File: config.mk
export PLATFORM = sky130hd
export DESIGN_NAME = kma_sequencer
export DESIGN_NICKNAME = d
export VERILOG_FILES = /design/src/rtl/kma_sequencer_pkg.sv /design/src/rtl/kma_decode.sv /design/src/rtl/kma_sequencer.sv
export SDC_FILE = /design/constraint.sdc
export NUM_CORES = 1
export LEC_CHECK = 0
export BUFFER_PORTS_ARGS = -buffer_cell sky130_fd_sc_hd__buf_2
export CAP_MARGIN = 20
export CORE_MARGIN = 1
export CORE_UTILIZATION = 26
export DETAILED_ROUTE_END_ITERATION = 10
export SLEW_MARGIN = 20
export SYNTH_ARGS = -nofsm -noshare
export SYNTH_HDL_FRONTEND = slang
export SYNTH_HIERARCHICAL = 1
export SYNTH_SLANG_ARGS = --single-unit
File: constraint.sdc
create_clock -name clk -period 3 [get_ports clk]
set_clock_uncertainty 0.2 [all_clocks]
set_input_delay 0.15 -clock clk [delete_from_list [all_inputs] [get_ports clk]]
set_output_delay 0.15 -clock clk [all_outputs]
set_load 0.02 [all_outputs]
File: src/rtl/kma_sequencer_pkg.sv
// -----------------------------------------------------------------------------
// kma_sequencer_pkg
// Shared constants for the KMA_CPU control unit and its ALU.
//
// The `define block carries the shared "definy" constant set: the existing
// data/opcode widths and ALU opcodes, plus the program-counter width, the
// instruction width and the control opcodes (ST, JMP, JC, HLT). Control
// opcodes are placed above the ALU range so the two never collide.
// The package mirrors those macros as typed localparams for the RTL.
//
// Instruction word layout: {opcode[op_code_width-1:0], imm, arg[data_width-1:0]}
//   imm=1 : arg is the operand value
//   imm=0 : arg is a data-memory address
//
// Optional feature macro (used in kma_sequencer): KMA_SEQ_STEP_EN
// -----------------------------------------------------------------------------
`ifndef KMA_DEFINY_CONSTANTS
`define KMA_DEFINY_CONSTANTS
`define KMA_DATA_WIDTH    8
`define KMA_OP_CODE_WIDTH 4
`define KMA_PC_WIDTH      4
`define KMA_INSTR_WIDTH   13
`define NOP           4'h0
`define LD            4'h1
`define ADD           4'h2
`define SUB           4'h3
`define AND           4'h4
`define OR            4'h5
`define XOR           4'h6
`define NOT           4'h7
`define ST            4'h8
`define JMP           4'h9
`define JC            4'hA
`define HLT           4'hB
`endif

package kma_sequencer_pkg;

    localparam int DATA_WIDTH    = `KMA_DATA_WIDTH;
    localparam int OP_CODE_WIDTH = `KMA_OP_CODE_WIDTH;
    localparam int PC_WIDTH      = `KMA_PC_WIDTH;
    localparam int INSTR_WIDTH   = `KMA_INSTR_WIDTH;

    // ALU opcodes
    localparam logic [OP_CODE_WIDTH-1:0] OP_NOP = `NOP;
    localparam logic [OP_CODE_WIDTH-1:0] OP_LD  = `LD;
    localparam logic [OP_CODE_WIDTH-1:0] OP_ADD = `ADD;
    localparam logic [OP_CODE_WIDTH-1:0] OP_SUB = `SUB;
    localparam logic [OP_CODE_WIDTH-1:0] OP_AND = `AND;
    localparam logic [OP_CODE_WIDTH-1:0] OP_OR  = `OR;
    localparam logic [OP_CODE_WIDTH-1:0] OP_XOR = `XOR;
    localparam logic [OP_CODE_WIDTH-1:0] OP_NOT = `NOT;

    // Control opcodes handled entirely by the sequencer
    localparam logic [OP_CODE_WIDTH-1:0] OP_ST  = `ST;
    localparam logic [OP_CODE_WIDTH-1:0] OP_JMP = `JMP;
    localparam logic [OP_CODE_WIDTH-1:0] OP_JC  = `JC;
    localparam logic [OP_CODE_WIDTH-1:0] OP_HLT = `HLT;

endpackage

File: src/rtl/kma_decode.sv
// -----------------------------------------------------------------------------
// kma_decode
// Purely combinational instruction decoder for kma_sequencer.
//
// Ports:
//   ir       in   instruction register {opcode, imm, arg}
//   op       out  opcode field (driven to the ALU as-is)
//   use_imm  out  operand select: 1 = arg is the operand, 0 = data memory
//   arg      out  argument field
//   is_alu   out  opcode is one of LD/ADD/SUB/AND/OR/XOR/NOT
//   is_st    out  store accumulator to data memory
//   is_jmp   out  unconditional jump
//   is_jc    out  jump on carry
//   is_hlt   out  halt
// Any opcode not listed decodes to all-zero flags, i.e. behaves as NOP.
// -----------------------------------------------------------------------------
module kma_decode
    import kma_sequencer_pkg::*;
#(
    parameter int data_width    = DATA_WIDTH,
    parameter int op_code_width = OP_CODE_WIDTH
) (
    input  logic [op_code_width+data_width:0] ir,
    output logic [op_code_width-1:0]          op,
    output logic                              use_imm,
    output logic [data_width-1:0]             arg,
    output logic                              is_alu,
    output logic                              is_st,
    output logic                              is_jmp,
    output logic                              is_jc,
    output logic                              is_hlt
);

    assign op      = ir[op_code_width+data_width -: op_code_width];
    assign use_imm = ir[data_width];
    assign arg     = ir[data_width-1:0];

    always_comb begin
        is_alu = 1'b0;
        is_st  = 1'b0;
        is_jmp = 1'b0;
        is_jc  = 1'b0;
        is_hlt = 1'b0;
        case (op)
            op_code_width'(OP_LD),
            op_code_width'(OP_ADD),
            op_code_width'(OP_SUB),
            op_code_width'(OP_AND),
            op_code_width'(OP_OR),
            op_code_width'(OP_XOR),
            op_code_width'(OP_NOT): is_alu = 1'b1;
            op_code_width'(OP_ST):  is_st  = 1'b1;
            op_code_width'(OP_JMP): is_jmp = 1'b1;
            op_code_width'(OP_JC):  is_jc  = 1'b1;
            op_code_width'(OP_HLT): is_hlt = 1'b1;
            default: ;
        endcase
    end

endmodule

File: src/rtl/kma_sequencer.sv
// -----------------------------------------------------------------------------
// kma_sequencer
// Control unit of the KMA_CPU datapath. Fetches, decodes and executes one
// instruction every 3 clocks (FETCH -> DECODE -> EXEC), drives the ALU
// operands and latches its result/carry, performs stores, jumps and halt.
//
// Ports:
//   clk, rst        clock; synchronous active-high reset
//   step            (only with KMA_SEQ_STEP_EN) FETCH waits for step=1
//   pm_addr/pm_data program memory, synchronous read (1 cycle)
//   dm_addr         data memory address (early in DECODE, held in EXEC)
//   dm_rdata        data memory read data, synchronous read (1 cycle)
//   dm_wdata/dm_we  data memory write (acc, single-cycle strobe)
//   alu_op, alu_data_in, alu_cr_in   ALU opcode and operands
//   alu_data_out, alu_cy             ALU result and carry
//   acc, cy_flag, halted             architectural state observation
//
// Configuration macro: KMA_SEQ_STEP_EN (single-step control; off by default)
// -----------------------------------------------------------------------------
module kma_sequencer
    import kma_sequencer_pkg::*;
#(
    parameter int data_width    = DATA_WIDTH,
    parameter int op_code_width = OP_CODE_WIDTH,
    parameter int pc_width      = PC_WIDTH
) (
    input  logic                              clk,
    input  logic                              rst,
`ifdef KMA_SEQ_STEP_EN
    input  logic                              step,
`endif
    output logic [pc_width-1:0]               pm_addr,
    input  logic [op_code_width+data_width:0] pm_data,
    output logic [data_width-1:0]             dm_addr,
    input  logic [data_width-1:0]             dm_rdata,
    output logic [data_width-1:0]             dm_wdata,
    output logic                              dm_we,
    output logic [op_code_width-1:0]          alu_op,
    output logic [data_width-1:0]             alu_data_in,
    output logic [data_width-1:0]             alu_cr_in,
    input  logic [data_width-1:0]             alu_data_out,
    input  logic                              alu_cy,
    output logic [data_width-1:0]             acc,
    output logic                              cy_flag,
    output logic                              halted
);

    localparam int instr_width = op_code_width + 1 + data_width;

    localparam logic [1:0] S_FETCH  = 2'd0;
    localparam logic [1:0] S_DECODE = 2'd1;
    localparam logic [1:0] S_EXEC   = 2'd2;
    localparam logic [1:0] S_HALT   = 2'd3;

    typedef enum logic [1:0] {
        FETCH  = S_FETCH,
        DECODE = S_DECODE,
        EXEC   = S_EXEC,
        HALT   = S_HALT
    } state_t;

    state_t                  state_reg,   state_next;
    logic [pc_width-1:0]     pc_reg,      pc_next;
    logic [instr_width-1:0]  ir_reg,      ir_next;
    logic [data_width-1:0]   acc_reg,     acc_next;
    logic [data_width-1:0]   dm_addr_reg, dm_addr_next;
    logic                    cy_reg,      cy_next;

    logic [op_code_width-1:0] op;
    logic [data_width-1:0]    arg;
    logic                     use_imm;
    logic                     is_alu, is_st, is_jmp, is_jc, is_hlt;
    logic                     advance;

    kma_decode #(
        .data_width    (data_width),
        .op_code_width (op_code_width)
    ) u_decode (
        .ir      (ir_reg),
        .op      (op),
        .use_imm (use_imm),
        .arg     (arg),
        .is_alu  (is_alu),
        .is_st   (is_st),
        .is_jmp  (is_jmp),
        .is_jc   (is_jc),
        .is_hlt  (is_hlt)
    );

`ifdef KMA_SEQ_STEP_EN
    assign advance = step;
`else
    assign advance = 1'b1;
`endif

    always_comb begin
        state_next   = state_reg;
        pc_next      = pc_reg;
        ir_next      = ir_reg;
        acc_next     = acc_reg;
        cy_next      = cy_reg;
        dm_addr_next = dm_addr_reg;
        case (state_reg)
            FETCH: begin
                if (advance) begin
                    state_next = DECODE;
                end
            end
            DECODE: begin
                ir_next      = pm_data;
                dm_addr_next = pm_data[data_width-1:0];
                state_next   = EXEC;
            end
            EXEC: begin
                state_next = FETCH;
                pc_next    = pc_reg + pc_width'(1);
                if (is_alu) begin
                    acc_next = alu_data_out;
                    cy_next  = alu_cy;
                end else if (is_jmp || (is_jc && cy_reg)) begin
                    pc_next = arg[pc_width-1:0];
                end else if (is_hlt) begin
                    pc_next    = pc_reg;
                    state_next = HALT;
                end
                // ST, NOP and unknown opcodes only advance pc here;
                // the store strobe is driven combinationally below.
            end
            HALT: begin
                state_next = HALT;
            end
            default: begin
                state_next = FETCH;
            end
        endcase
    end

    always_ff @(posedge clk) begin
        if (rst) begin
            state_reg   <= FETCH;
            pc_reg      <= '0;
            ir_reg      <= '0;
            acc_reg     <= '0;
            cy_reg      <= 1'b0;
            dm_addr_reg <= '0;
        end else begin
            state_reg   <= state_next;
            pc_reg      <= pc_next;
            ir_reg      <= ir_next;
            acc_reg     <= acc_next;
            cy_reg      <= cy_next;
            dm_addr_reg <= dm_addr_next;
        end
    end

    // The data address is presented straight from pm_data during DECODE so
    // that a synchronous data memory returns dm_rdata in time for EXEC.
    assign dm_addr = (state_reg == DECODE) ? pm_data[data_width-1:0] : dm_addr_reg;

    // rst gates the strobe so a reset landing in EXEC of ST never writes.
    assign dm_we    = (state_reg == EXEC) && is_st && !rst;
    assign dm_wdata = acc_reg;

    assign pm_addr     = pc_reg;
    assign alu_op      = op;
    assign alu_data_in = use_imm ? arg : dm_rdata;
    assign alu_cr_in   = acc_reg;
    assign acc         = acc_reg;
    assign cy_flag     = cy_reg;
    assign halted      = (state_reg == HALT);

endmodule
; ---- After elaboration in Yosys (flattened, before gate mapping)
; Index checks and enable logic that the tools add are counted.
; Widths: inputs -> output; s select.
[op_classes]
n_addsub = 1
n_bitwise = 0
n_lt_le_gt_ge = 0
mux = 14
eq_ne = 15
reduce_logical = 9
n_mul = 0
div = 0
shift = 0
[ops]
columns = op, n
row1 = $eq 4x3->1 const B, 4
row2 = $eq 4x4->1 const B, 4
row3 = $mux 8, 2
row4 = $mux 4, 3
row5 = $eq 4x2->1 const B, 2
row6 = $pmux 2 s4, 1
row7 = $reduce_or 7->1, 1
row8 = $mux 2, 3
row9 = $mux 1, 5
row10 = $add 4x1->4 const B, 1
row11 = $eq 2x2->1 const B, 2
row12 = $eq 4x1->1 const B, 1
row13 = $reduce_and 2->1, 2
row14 = $logic_and 1x1->1, 3
row15 = $ne 3x2->1 const B, 1
row16 = $eq 2x1->1 const B, 1
row17 = $logic_not 2->1, 1
row18 = $logic_not 1->1, 1
row19 = $logic_or 1x1->1, 1
[totals]
latch_bits = 0
wordCells = 45
ram_bits = 0
in_bits = 32
n_memories = 0
rom_bits = 0
ff_bits = 36
out_inout_bits = 51

; ---- Longest topological paths before layout
; Gate-level depths: netlist (run 1).
[depth]
depth_word = 7
ltp_mapped = 6
depth_no_buf = 6

; ---- Modules after synthesis
; The synthesis (run 1) kept the hierarchy.
[by_module_without_submodules]
columns = module, seq_area_each_um2, instances, cells_per_inst, area_per_inst_um2
row1 = kma_sequencer, 720.7, 1, 199, 1594.0
row2 = kma_decode, 0.0, 1, 19, 157.7

; ---- Least setup slack after synthesis (run 1)
; Ideal clock, no wire load.
[synth_path]
kind = flip-flop to flip-flop
startpoint = register ir_reg[11]
endpoint = register pc_reg[3], in the netlist pm_addr[3]
setup_slack_ps = 1303
arrival_ps = 1410
stages_incl_launch_ff = 6
path_buffers = 0
synth_period_minus_slack_ps = 1697
required_ps = 2713
setup_time_ps = 87
cell_sequence = dfxtp_1 -> and4bb_2 -> a21o_1 -> o21a_1 -> a211o_1 -> o31ai_1
[synth_between]
elab_chain_len = 6
word_cells_on_any_way = 21
classes_between = eq/ne (11) / mux (6) / reduce/logical (4)
[synth_lines]
columns = item, line_no
row1 = from (decl), kma_sequencer.sv:64  ; logic [instr_width-1:0] ir_reg, ir_next;
row2 = from (signal assigned), kma_sequencer.sv:149  ; ir_reg <= ir_next;
row3 = $eq 4x4->1 (*), kma_decode.sv:44  ; case (op)
row4 = $mux 1 (*), kma_decode.sv:44
row5 = named net is_jc, kma_sequencer.sv:72  ; logic is_alu, is_st, is_jmp, is_jc, is_hlt;
row6 = $logic_and 1x1->1 (*), kma_sequencer.sv:120  ; end else if (is_jmp || (is_jc && cy_reg)) begin
row7 = $logic_or 1x1->1 (*), kma_sequencer.sv:120
row8 = $ne 3x2->1 (no line) / $mux 4 (equally long branches), --
row9 = $reduce_and 2->1 (no line) / $mux 4 (equally long branches), --
row10 = to (signal assigned), kma_sequencer.sv:148  ; pc_reg <= pc_next;
row11 = to (decl), kma_sequencer.sv:63  ; logic [pc_width-1:0] pc_reg, pc_next;
; Mark *: on every way through the listed nets, which the timed path passes. The rest lies on a longest branch.
; A chain may end at the register's enable or synchronous reset.

; ---- Worst setup path after layout (run 1)
[layout_path]
startpoint = register state_reg[0]
endpoint = output dm_addr[6]
[layout_between]
elab_chain_len = 2
[layout_lines]
columns = item, line_no
row1 = from (decl), kma_sequencer.sv:62  ; state_t state_reg, state_next;
row2 = from (signal assigned), kma_sequencer.sv:147  ; state_reg <= state_next;
row3 = $eq 2x1->1, kma_sequencer.sv:158  ; assign dm_addr = (state_reg == DECODE) ? pm_data[data_width-1:0] : dm_addr_reg;
row4 = $mux 8, --
row5 = to (decl), kma_sequencer.sv:34  ; output logic [data_width-1:0] dm_addr,
; No other way between the ends.

==> impl_results.rst, run 1 <==
.. list-table::
   :header-rows: 1

   * - Metric
     - Value
   * - Status
     - complete, but fails checks
   * - Violations in the final reports
     - design-rule violations
   * - IR Drop Worst-Case VDD
     - 0.339 mV
   * - Height of the die
     - 84.1 um
   * - Sink Count
     - 36
   * - Final-report setup violation count
     - 0
   * - Post-synth net total
     - 251
   * - Path depth of the worst reg2reg path
     - 7
   * - CTS H-Tree Depth
     - 2
   * - Initial antenna violation count
     - 0
   * - Total number of yosys warnings
     - 6
   * - Flop and latch count out of synthesis
     - 36
   * - Share of the yosys chip area belonging to registers
     - 41.1%
   * - FP Rows
     - 29
   * - Violation count after the first detailed-route iteration
     - 90
   * - Final number of max-transition violations
     - 0
   * - Die Area
     - 7070 um2
   * - Category of the critical setup timing path
     - reg2out
   * - Layout Utilization
     - 37.4%
   * - CP Capture Type
     - output pin
   * - CTS Root Buffer Type
     - sky130_fd_sc_hd__clkbuf_8
   * - Max Root-Sink Buffers
     - 2
   * - All-Layer GR Usage
     - 12.8%
   * - Global route total overflow
     - 0
   * - Startpoint of the lowest-slack hold path
     - rst
   * - Cell area after synthesis
     - 1750 um2
   * - ANT nets after route
     - 0
   * - Unique cell type count in the Yosys netlist
     - 32
   * - Area growth syn-to-layout
     - 37.1%
   * - Top layer in use
     - met4
   * - Hold Buf Count CTS
     - 22
   * - Period Utilization, post-route
     - 68.1%
   * - Reg2reg end
     - pm_addr[3]
   * - Met2 wire length
     - 2.17 mm
   * - Global-route wire length before repair
     - 7.20 mm
   * - Leading cell types in the layout, fill and taps excluded
     - 82 x sky130_fd_sc_hd__buf_2, 54 x sky130_fd_sc_hd__nand2_1, 36 x sky130_fd_sc_hd__dfxtp_1, 35 x sky130_fd_sc_hd__a21oi_1, 22 x sky130_fd_sc_hd__dlygate4sd3_1
   * - Leading post-synthesis cells by cell area
     - sky130_fd_sc_hd__dfxtp_1 41%, sky130_fd_sc_hd__buf_4 12%, sky130_fd_sc_hd__nand2_1 12%
   * - I/O pin count
     - 83
   * - Slew Limit Headroom
     - 54.0%
   * - Area leader, netlist
     - sky130_fd_sc_hd__dfxtp_1
   * - Startpoint of the most critical setup path
     - state_reg[0]
   * - Register-to-Register Setup Slack
     - 1150 ps
   * - Worst R2R Start
     - ir_reg[9]
   * - Maximum Capacitance Violations
     - 0
   * - Count of mapped cells out of synthesis
     - 218
   * - Post-Syn Area per Cell
     - 8.04 um2
   * - Quantity of gates resized following cts
     - 0
   * - DRT Wirelength
     - 4.33 mm
   * - Crit path launch type
     - register
   * - CTS Buf Count
     - 5
   * - Buffers added on ports
     - 82
   * - PD cells
     - 560 nW/um2
   * - Via count of the routed design
     - 1649
   * - Die width
     - 84.1 um
   * - Final HPWL DP
     - 3.08 mm
   * - Hold Path Cell Cnt
     - 2
   * - Met1 wire length
     - 1.91 mm
   * - CTS tree
     - yes
   * - Routability-driven placement congestion ratio
     - 0.797
   * - Min Tclk post-route
     - 2040 ps
   * - Clock transition at path regs
     - 70 ps
   * - Area share of the leading cell type in the synthesized netlist
     - 41.1%
   * - Critical Path Sink
     - dm_addr[6]
   * - Maximum clock frequency
     - 489 MHz
   * - Clock Latency Late Sink
     - 280 ps
   * - Final-report hold violation count
     - 0
   * - Maximum fanout encountered on the critical timing path
     - 8
   * - Post-CTS setup buffer count
     - 0
   * - Diode count
     - 0
   * - Least-Margin Pin Slew
     - 690 ps
   * - Number of flip-flops in the largest register
     - 13
   * - First-pass detailed-route iteration total
     - 7
   * - Arrival time reported for the critical path endpoint
     - 1690 ps
   * - Req. time, crit path
     - 2650 ps
   * - Leak
     - 1.13 nW
   * - Type of the most critical hold path
     - in2reg
   * - Post-route setup TNS
     - 0 ps
   * - Number of cells in the design after placement
     - 341
   * - Vias in the first global route
     - 1552
   * - Met3 routed WL
     - 233 um
   * - Fraction of final layout cells with drive strength greater than 1
     - 36.4%
   * - Setup repair after global routing missed its margin
     - no
   * - Number of nets in the finished design
     - 326
   * - Initial core utilization
     - 27.3%
   * - Detailed-route wire length per cell
     - 11.7 um
   * - Core Footprint
     - 6420 um2
   * - Non-Filler Instances
     - 371
   * - Maximum number of pins on one net before global-route repair
     - 40
   * - Average vias per placed instance
     - 4.44
   * - Most common cell after layout, fill and taps aside
     - sky130_fd_sc_hd__buf_2
   * - DRC Markers
     - 14
-- stage by stage --
step                      total power, W  setup WS, ps  area, um2  hold slack [ps]
after global placement          0.000749          1160       2020              197
after floorplan                 0.000693          1300       1750             86.0
after CTS                        0.00137           904       2400              208
after global routing             0.00141           749       2400              232
final                            0.00135           957       2400              205
after detailed placement        0.000751          1160       2020              200
-- Yosys cell counts --
cell / n
sky130_fd_sc_hd__and2b_2: 1
sky130_fd_sc_hd__nand2b_1: 4
sky130_fd_sc_hd__and2_1: 1
sky130_fd_sc_hd__o21ai_2: 1
sky130_fd_sc_hd__nor2b_1: 1
sky130_fd_sc_hd__clkbuf_1: 6
sky130_fd_sc_hd__nor3_1: 2
sky130_fd_sc_hd__buf_1: 2
sky130_fd_sc_hd__buf_2: 2
sky130_fd_sc_hd__o21a_1: 2
sky130_fd_sc_hd__dfxtp_1: 36
sky130_fd_sc_hd__ha_1: 1
sky130_fd_sc_hd__nand2_1: 54
sky130_fd_sc_hd__nor2_1: 5
sky130_fd_sc_hd__or3_1: 1
sky130_fd_sc_hd__o31ai_1: 1
sky130_fd_sc_hd__a21o_1: 1
sky130_fd_sc_hd__a211oi_1: 1
sky130_fd_sc_hd__a31oi_1: 1
sky130_fd_sc_hd__o32ai_1: 1
sky130_fd_sc_hd__a311oi_1: 1
sky130_fd_sc_hd__a21oi_1: 35
sky130_fd_sc_hd__o21ai_0: 2
sky130_fd_sc_hd__a211o_1: 1
sky130_fd_sc_hd__mux2_2: 8
sky130_fd_sc_hd__and3b_1: 1
sky130_fd_sc_hd__and4b_2: 1
sky130_fd_sc_hd__and4bb_2: 2
sky130_fd_sc_hd__inv_1: 2
sky130_fd_sc_hd__nor4b_2: 1
sky130_fd_sc_hd__buf_4: 29
sky130_fd_sc_hd__nand3_1: 11
-- metal layers --
| metal | global-route usage, % | up-vias |
|---|---|---|
| li1 | - | 863 |
| met2 | 22.8 | 46 |
| met5 | 0 | - |
| met3 | 3.66 | 2 |
| met1 | 14.8 | 738 |
| met4 | 3.76 | 0 |
-- worst min-delay path by stage --
stage / to / slack, ps
after floorplan: ir_reg[8] / 90
after global placement: ir_reg[8] / 200
after detailed placement: ir_reg[11] / 200
after CTS: state_reg[1] / 210
after global routing: state_reg[1] / 230
final: state_reg[1] / 210
-- area by class of cell --
| type | count | area, um2 |
|---|---|---|
| Fill cell | 672 | 4020 |
| Clock inverter | 3 | 90.1 |
| Tap cell | 77 | 96.3 |
| Timing Repair Buffer | 107 | 653 |
| Sequential cell | 36 | 721 |
| Multi-Input combinational cell | 141 | 766 |
| Inverter | 2 | 7.51 |
| Clock buffer | 5 | 68.8 |
-- kinds of logic after synthesis --
group	synth area share [%]
buffers and inverters	15.1
adder cells (fa/ha/maj)	0.714
AO/OA/AOI/OAI	15.1
flip-flops	41.1
AND/OR/NAND/NOR	22.8
multiplexers	5.14
-- worst max-delay path, stage by stage (launching register included) --
cell and delay (ps):
sky130_fd_sc_hd__dfxtp_1 370, sky130_fd_sc_hd__nor2b_1 460, sky130_fd_sc_hd__buf_4 260, sky130_fd_sc_hd__nand2_1 90, sky130_fd_sc_hd__nand2_1 70, sky130_fd_sc_hd__buf_2 160
-- power by group --
part / switching, W / total (W) / internal [W]
logic: 0.000132 / 0.000231 / 0.0000986
registers: 0.0000233 / 0.000528 / 0.000505
clock network: 0.000172 / 0.000587 / 0.000416
Power figures use the tool's default switching activity.
==> run 2: changes to the inputs <==
ABC_AREA = 1   (was default)
clock period = 2.12 ns   (was 3 ns; I/O delays follow)
==> impl_results.rst, run 2 <==
.. list-table::
   :header-rows: 1

   * - Metric
     - Value
   * - Core Footprint
     - 6460 um2
   * - Post-synthesis mux area share
     - 2.53%
   * - Leak
     - 1.18 nW
   * - Hold Path Cell Cnt
     - 4
   * - CTS H-Tree Depth
     - 2
   * - Number of flip-flops in the largest register
     - 13
   * - Fraction of final layout cells with drive strength greater than 1
     - 32.4%
   * - Switching share of power
     - 32.5%
   * - Quantity of gates resized following cts
     - 0
   * - Min Tclk post-route
     - 1790 ps
   * - Initial antenna violation count
     - 0
   * - Average vias per placed instance
     - 4.22
   * - Routability-driven placement congestion ratio
     - 0.698
   * - Type of the most critical hold path
     - in2reg
   * - Count of mapped cells out of synthesis
     - 244
   * - Fraction of the mapped netlist area in compound gates
     - 14.6%
   * - Number of nets in the finished design
     - 353
   * - Sink Count
     - 36
   * - Final-report hold violation count
     - 0
   * - Synth async-reset ratio
     - 0%
   * - Leading post-synthesis cells by cell area
     - sky130_fd_sc_hd__dfxtp_1 41%, sky130_fd_sc_hd__buf_4 14%, sky130_fd_sc_hd__nand2_1 12%
   * - Maximum number of pins on one net before global-route repair
     - 20
   * - Count of flip-flops with a built-in enable after synthesis
     - 0
   * - Area leader, netlist
     - sky130_fd_sc_hd__dfxtp_1
   * - Clock transition at path regs
     - 70 ps
   * - Register-to-Register Setup Slack
     - 450 ps
   * - Maximum clock frequency
     - 558 MHz
   * - Area of the multi-input gates
     - 692 um2
   * - Arrival time reported for the critical path endpoint
     - 1490 ps
   * - Maximum fanout encountered on the critical timing path
     - 14
   * - Worst path setup slack after routing
     - 328 ps
   * - Clock Latency Late Sink
     - 290 ps
   * - Vias in the first global route
     - 1544
   * - Share of power burned in combinational logic
     - 24.0%
   * - Unique cell type count in the Yosys netlist
     - 21
   * - FP Rows
     - 29
   * - Initial core utilization
     - 27.5%
   * - Global route total overflow
     - 0
   * - Violations in the final reports
     - design-rule violations
   * - IR Drop Worst-Case VDD
     - 0.399 mV
   * - Share of the yosys chip area belonging to registers
     - 40.5%
   * - Top-count cell post-synth
     - sky130_fd_sc_hd__nand2_1
   * - Buffers added on ports
     - 82
   * - PD cells
     - 699 nW/um2
   * - Flop and latch count out of synthesis
     - 36
   * - Internal power
     - 0.00111 W
   * - Post-route setup TNS
     - 0 ps
   * - I/O pin count
     - 83
   * - Post-synth net total
     - 277
   * - CTS Root Buffer Type
     - sky130_fd_sc_hd__clkbuf_8
   * - Height of the die
     - 84.7 um
   * - ANT nets after route
     - 0
   * - Area growth syn-to-layout
     - 31.8%
   * - Power share of the clock group
     - 29.6%
   * - Total number of yosys warnings
     - 6
   * - Crit path launch type
     - register
   * - Period Utilization, post-route
     - 84.5%
   * - Req. time, crit path
     - 1810 ps
   * - Synth top cells by count
     - 56 x sky130_fd_sc_hd__nand2_1, 36 x sky130_fd_sc_hd__dfxtp_1, 32 x sky130_fd_sc_hd__buf_4
   * - Path depth of the worst reg2reg path
     - 5
   * - Category of the critical setup timing path
     - reg2out
   * - Most common cell after layout, fill and taps aside
     - sky130_fd_sc_hd__buf_2
   * - Final HPWL DP
     - 3.03 mm
   * - Diode count
     - 0
   * - Area share of the leading cell type in the synthesized netlist
     - 40.5%
   * - Switching power summed over all nets
     - 0.000533 W
   * - Least-Margin Pin Slew
     - 494 ps
   * - Fillers
     - 703
   * - Final-report setup violation count
     - 0
   * - Global-route wire length before repair
     - 6.97 mm
   * - All-Layer GR Usage
     - 12.3%
   * - Die Area
     - 7170 um2
   * - Parity-gate share of the synthesized area counting xor and xnor cells
     - 0.493%
   * - CP Capture Type
     - output pin
   * - Simple-Gate Fraction of Synth Area
     - 20.6%
   * - DRC Markers
     - 9
   * - Setup repair after global routing missed its margin
     - no
   * - Maximum Capacitance Violations
     - 0
   * - Post-Syn Area per Cell
     - 7.29 um2
   * - Via count of the routed design
     - 1681
   * - Worst setup slack before clock tree synthesis
     - 461 ps
   * - Cell area after synthesis
     - 1780 um2
   * - Area used by sequential logic in the layout
     - 721 um2
   * - Most frequently used flop master after synthesis
     - sky130_fd_sc_hd__dfxtp_1
   * - Leading cell types in the layout, fill and taps excluded
     - 82 x sky130_fd_sc_hd__buf_2, 56 x sky130_fd_sc_hd__nand2_1, 36 x sky130_fd_sc_hd__dfxtp_1, 31 x sky130_fd_sc_hd__a21oi_1, 25 x sky130_fd_sc_hd__inv_1
   * - Die width
     - 84.7 um
   * - CTS Buf Count
     - 5
   * - Detailed-route wire length per cell
     - 10.7 um
   * - Violation count after the first detailed-route iteration
     - 89
   * - DRT Wirelength
     - 4.26 mm
   * - Max Root-Sink Buffers
     - 2
   * - Slew Limit Headroom
     - 67.0%
   * - First-pass detailed-route iteration total
     - 11
   * - Post-synthesis adder-cell area fraction
     - 0.704%
   * - Status
     - complete, but fails checks
   * - CTS tree
     - yes
   * - Proportion of power drawn by flip-flops and latches
     - 46.4%
   * - Final number of max-transition violations
     - 0
   * - Combinational family with the most area after synthesis
     - simple AND/OR/NAND/NOR gates
==> run 2: cell count changes in the layout (fill, tap and decap cells not counted), moves of 3 or more <==
| cell | previous run | this run |
|---|---|---|
| sky130_fd_sc_hd__a21oi_1 | 35 | 31 |
| sky130_fd_sc_hd__nor2_1 | 5 | 20 |
| sky130_fd_sc_hd__bufinv_16 | 3 | 0 |
| sky130_fd_sc_hd__mux2_2 | 8 | 4 |
| sky130_fd_sc_hd__nand3_1 | 11 | 7 |
| sky130_fd_sc_hd__o21ai_0 | 2 | 16 |
| sky130_fd_sc_hd__inv_1 | 2 | 25 |
| sky130_fd_sc_hd__nand2b_1 | 4 | 0 |
==> run 2: cell type report <==
cell class | instances | area share (%)
Clock inverter | 3 | 0.801
Tap cell | 77 | 4.11
Timing Repair Buffer | 106 | 27.5
Sequential cell | 36 | 30.8
Clock buffer | 5 | 2.94
Multi-Input combinational cell | 144 | 29.5
Inverter | 27 | 4.32
==> run 2: logic make-up after synthesis <==
| group | after synthesis |
|---|---|
| AND/OR/NAND/NOR | 89 |
| XOR/XNOR | 1 |
| buffers and inverters | 64 |
| AO/OA/AOI/OAI | 49 |
| multiplexers | 4 |
| flip-flops | 36 |
| adder cells (fa/ha/maj) | 1 |
==> run 2: power groups by stage <==
stage | Combinational [W] | Clock, W | Sequential, W
finish | 0.000393 | 0.000486 | 0.000760
global route | 0.000432 | 0.000545 | 0.000768
CTS | 0.000395 | 0.000506 | 0.000761
detailed placement | 0.000363 | 0 | 0.000777
global placement | 0.000362 | 0 | 0.000775
floorplan | 0.000287 | 0 | 0.000777
==> run 2: final timing paths <==
kind / startpoint / to
worst max-delay path: state_reg[1] / dm_addr[7]
worst min-delay path: rst / ir_reg[10]
worst max register to register: ir_reg[9] / acc[6]
worst min register to register: ir_reg[6] / ir_reg[6]
==> run 2: routing by layer <==
| layer | vias up | part of all wire [%] | wire, um | GRT usage (%) |
|---|---|---|---|---|
| met2 | 76 | 46 | 1950 | 22.0 |
| met5 | - | 0 | 0 | 0 |
| li1 | 889 | - | - | - |
| met1 | 709 | 46 | 1950 | 14.4 |
| met4 | 0 | 0.99 | 42 | 3.24 |
| met3 | 7 | 7.5 | 320 | 3.64 |
==> run 2: repair_timing <==
action	4_1_cts	5_1_grt
hold buffers	22	0
endpoints found under the setup margin	0	0
endpoints found under the hold margin	30	0
buffers inserted	0	0
==> run 2: critical path, cell delays in order, from the launching register on <==
cell                      delay [ps]
sky130_fd_sc_hd__dfxtp_1         350
sky130_fd_sc_hd__inv_1            70
sky130_fd_sc_hd__nand2_2         130
sky130_fd_sc_hd__inv_2           250
sky130_fd_sc_hd__nand2_1         150
sky130_fd_sc_hd__nand2_1          80
sky130_fd_sc_hd__buf_2           150
==> run 2: stage by stage <==
step	area, um2	hold WS [ps]	util [%]	total power (W)	cells
detailed placement	2040	169	31.5	0.00114	368
global route	2340	46.4	36.3	0.00174	398
finish	2340	25.9	36.3	0.00164	398
CTS	2340	30.9	36.3	0.00166	398
global placement	2040	157	31.5	0.00114	368
floorplan	1780	69.3	-	0.00106	244
==> run 3: changes to the inputs <==
clock period = 1.44 ns   (was 2.12 ns; I/O delays follow)
==> impl_results.rst, run 3 (synthesis gave the netlist of run 2 again) <==
.. list-table::
   :header-rows: 1

   * - Metric
     - Value
   * - Via count of the routed design
     - 1815
   * - I/O pin count
     - 83
   * - Final-report setup violation count
     - 13
   * - Category of the critical setup timing path
     - reg2out
   * - All-Layer GR Usage
     - 13.5%
   * - Startpoint of the most critical setup path
     - state_reg[0]
   * - CTS Buf Count
     - 5
   * - First-pass detailed-route iteration total
     - 7
   * - Worst Hold End
     - ir_reg[2]
   * - Crit path launch type
     - register
   * - Worst path setup slack after routing
     - -47.6 ps
   * - Maximum number of pins on one net before global-route repair
     - 19
   * - Longest individual stage delay on the worst path
     - 400 ps
   * - Reg2reg end
     - pm_addr[0]
   * - Chain of cells forming the critical path
     - nand2_8 > buf_12 > nand2_4 > nand2_2 > buf_6
   * - Leading cell types in the layout, fill and taps excluded
     - 65 x sky130_fd_sc_hd__buf_2, 32 x sky130_fd_sc_hd__nand2_1, 29 x sky130_fd_sc_hd__dfxtp_1, 27 x sky130_fd_sc_hd__a21oi_1, 23 x sky130_fd_sc_hd__inv_1
   * - Initial antenna violation count
     - 0
   * - CTS Root Buffer Type
     - sky130_fd_sc_hd__clkbuf_8
   * - DRT Wirelength
     - 4.88 mm
   * - Maximum fanout encountered on the critical timing path
     - 6
   * - Final-report hold violation count
     - 0
   * - Most common cell after layout, fill and taps aside
     - sky130_fd_sc_hd__buf_2
   * - Worst R2R Start
     - ir_reg[9]
   * - Average vias per placed instance
     - 4.33
   * - Number of nets in the finished design
     - 374
   * - Initial core utilization
     - 27.5%
   * - Slew Limit Headroom
     - 72.2%
   * - Clock transition at path regs
     - 80 ps
   * - Req. time, crit path
     - 1170 ps
   * - CP max-delay cell
     - sky130_fd_sc_hd__dfxtp_2
   * - Buffers added on ports
     - 82
   * - Register-to-Register Setup Slack
     - -20 ps
   * - DRC Markers
     - 10
   * - Global route total overflow
     - 0
   * - Maximum Capacitance Violations
     - 0
   * - CTS tree
     - yes
   * - Area growth syn-to-layout
     - 62.4%
   * - Detailed-route wire length per cell
     - 11.6 um
   * - Global-route wire length before repair
     - 7.67 mm
   * - Number of cells in the design after placement
     - 378
   * - Max Root-Sink Buffers
     - 2
   * - Fillers
     - 637
   * - Leak
     - 1.41 nW
   * - Vias in the first global route
     - 1709
   * - Diode count
     - 0
   * - IR Drop Worst-Case VDD
     - 0.502 mV
   * - Sink Count
     - 36
   * - Final number of max-transition violations
     - 0
   * - Die width
     - 84.7 um
   * - Min Tclk post-route
     - 1490 ps
   * - Non-Filler Instances
     - 419
   * - Core Footprint
     - 6460 um2
   * - Setup repair after global routing missed its margin
     - yes
   * - ANT nets after route
     - 0
   * - Violation count after the first detailed-route iteration
     - 65
   * - Die Area
     - 7170 um2
   * - Startpoint of the lowest-slack hold path
     - rst
   * - Arrival time reported for the critical path endpoint
     - 1220 ps
   * - FP Rows
     - 29
   * - Hold Path Cell Cnt
     - 3
   * - Fraction of final layout cells with drive strength greater than 1
     - 48.8%
   * - Clock Latency Late Sink
     - 290 ps
   * - Height of the die
     - 84.7 um
   * - Post-layout instance area
     - 2890 um2
   * - Path depth of the worst reg2reg path
     - 8
   * - CP Capture Type
     - output pin
   * - Power, Total
     - 0.00273 W
   * - Violations in the final reports
     - design-rule violations, negative setup slack
   * - Least-Margin Pin Slew
     - 418 ps
   * - Number of flip-flops in the largest register
     - 13
   * - Area after DPL
     - 2140 um2
   * - PD cells
     - 946 nW/um2
   * - Maximum clock frequency
     - 672 MHz
   * - CTS H-Tree Depth
     - 2
   * - Type of the most critical hold path
     - in2reg
   * - Worst hold slack
     - 27.7 ps
   * - Final HPWL DP
     - 3.15 mm
   * - Routability-driven placement congestion ratio
     - 0.875
   * - Status
     - complete, but fails checks
   * - Period Utilization, post-route
     - 103%
==> run 3: cell count changes in the layout (fill, tap and decap cells not counted), sizes merged <==
cell / delta
inv: +1
clkbuf: +1
buf: +18
dlymetal6s4s: +1
==> run 3: metrics by stage <==
| stage | utilization [%] | worst slack [ps] | TNS, ps |
|---|---|---|---|
| after floorplan | - | 21.2 | 0 |
| after global placement | 33.1 | -65.0 | -211 |
| after detailed placement | 33.1 | -131 | -878 |
| after CTS | 41.3 | -94.5 | -285 |
| after global routing | 44.7 | -124 | -1630 |
| final | 44.7 | -47.6 | -356 |
==> run 3: how the worst max path moves through the flow <==
stage,slack (ps),end
2_1_floorplan,20,acc[7]
3_3_place_gp,-60,pm_addr[0]
3_5_place_dp,-130,pm_addr[0]
4_1_cts,-90,dm_we
5_1_grt,-120,dm_we
6_report,-50,dm_addr[6]
==> run 3: worst max-delay path: cells and delay by family, from the launching register on <==
kind,cells,cell delay [ps]
DFF,1,400
buffers and inverters,2,300
and+or+nand+nor,3,230
==> run 3: layer usage <==
metal / up-vias / part of all wire (%) / GRT usage [%]
met5: - / 0 / 0
met4: 0 / 0.70 / 3.39
met3: 4 / 6.9 / 3.74
met2: 68 / 51 / 24.8
met1: 807 / 42 / 15.4
li1: 936 / - / -
==> run 3: repair_timing <==
action	CTS	global route
endpoints found under the setup margin	31	32
pin swaps	5	12
resized for setup	66	50
cloned	0	2
endpoints found under the hold margin	33	0
hold buffers	23	0
buffers inserted	4	4
==> run 3: where the power goes <==
group / internal (W) / switching (W) / total, W
logic: 0.000422 / 0.000455 / 0.000877
registers: 0.00107 / 0.0000659 / 0.00113
clock network: 0.000337 / 0.000384 / 0.000721
total: 0.00183 / 0.000905 / 0.00273
==> run 3: area by class of cell <==
type | instances | area, um2 | area share [%]
multi-input cells | 144 | 896 | 31.0
inverters | 27 | 109 | 3.77
clock inverters | 3 | 18.8 | 0.650
repair buffers | 126 | 950 | 32.9
well taps | 77 | 96.3 | 3.34
clock buffers | 5 | 68.8 | 2.38
repair inverters | 1 | 11.3 | 0.390
flip-flops and latches | 36 | 737 | 25.5
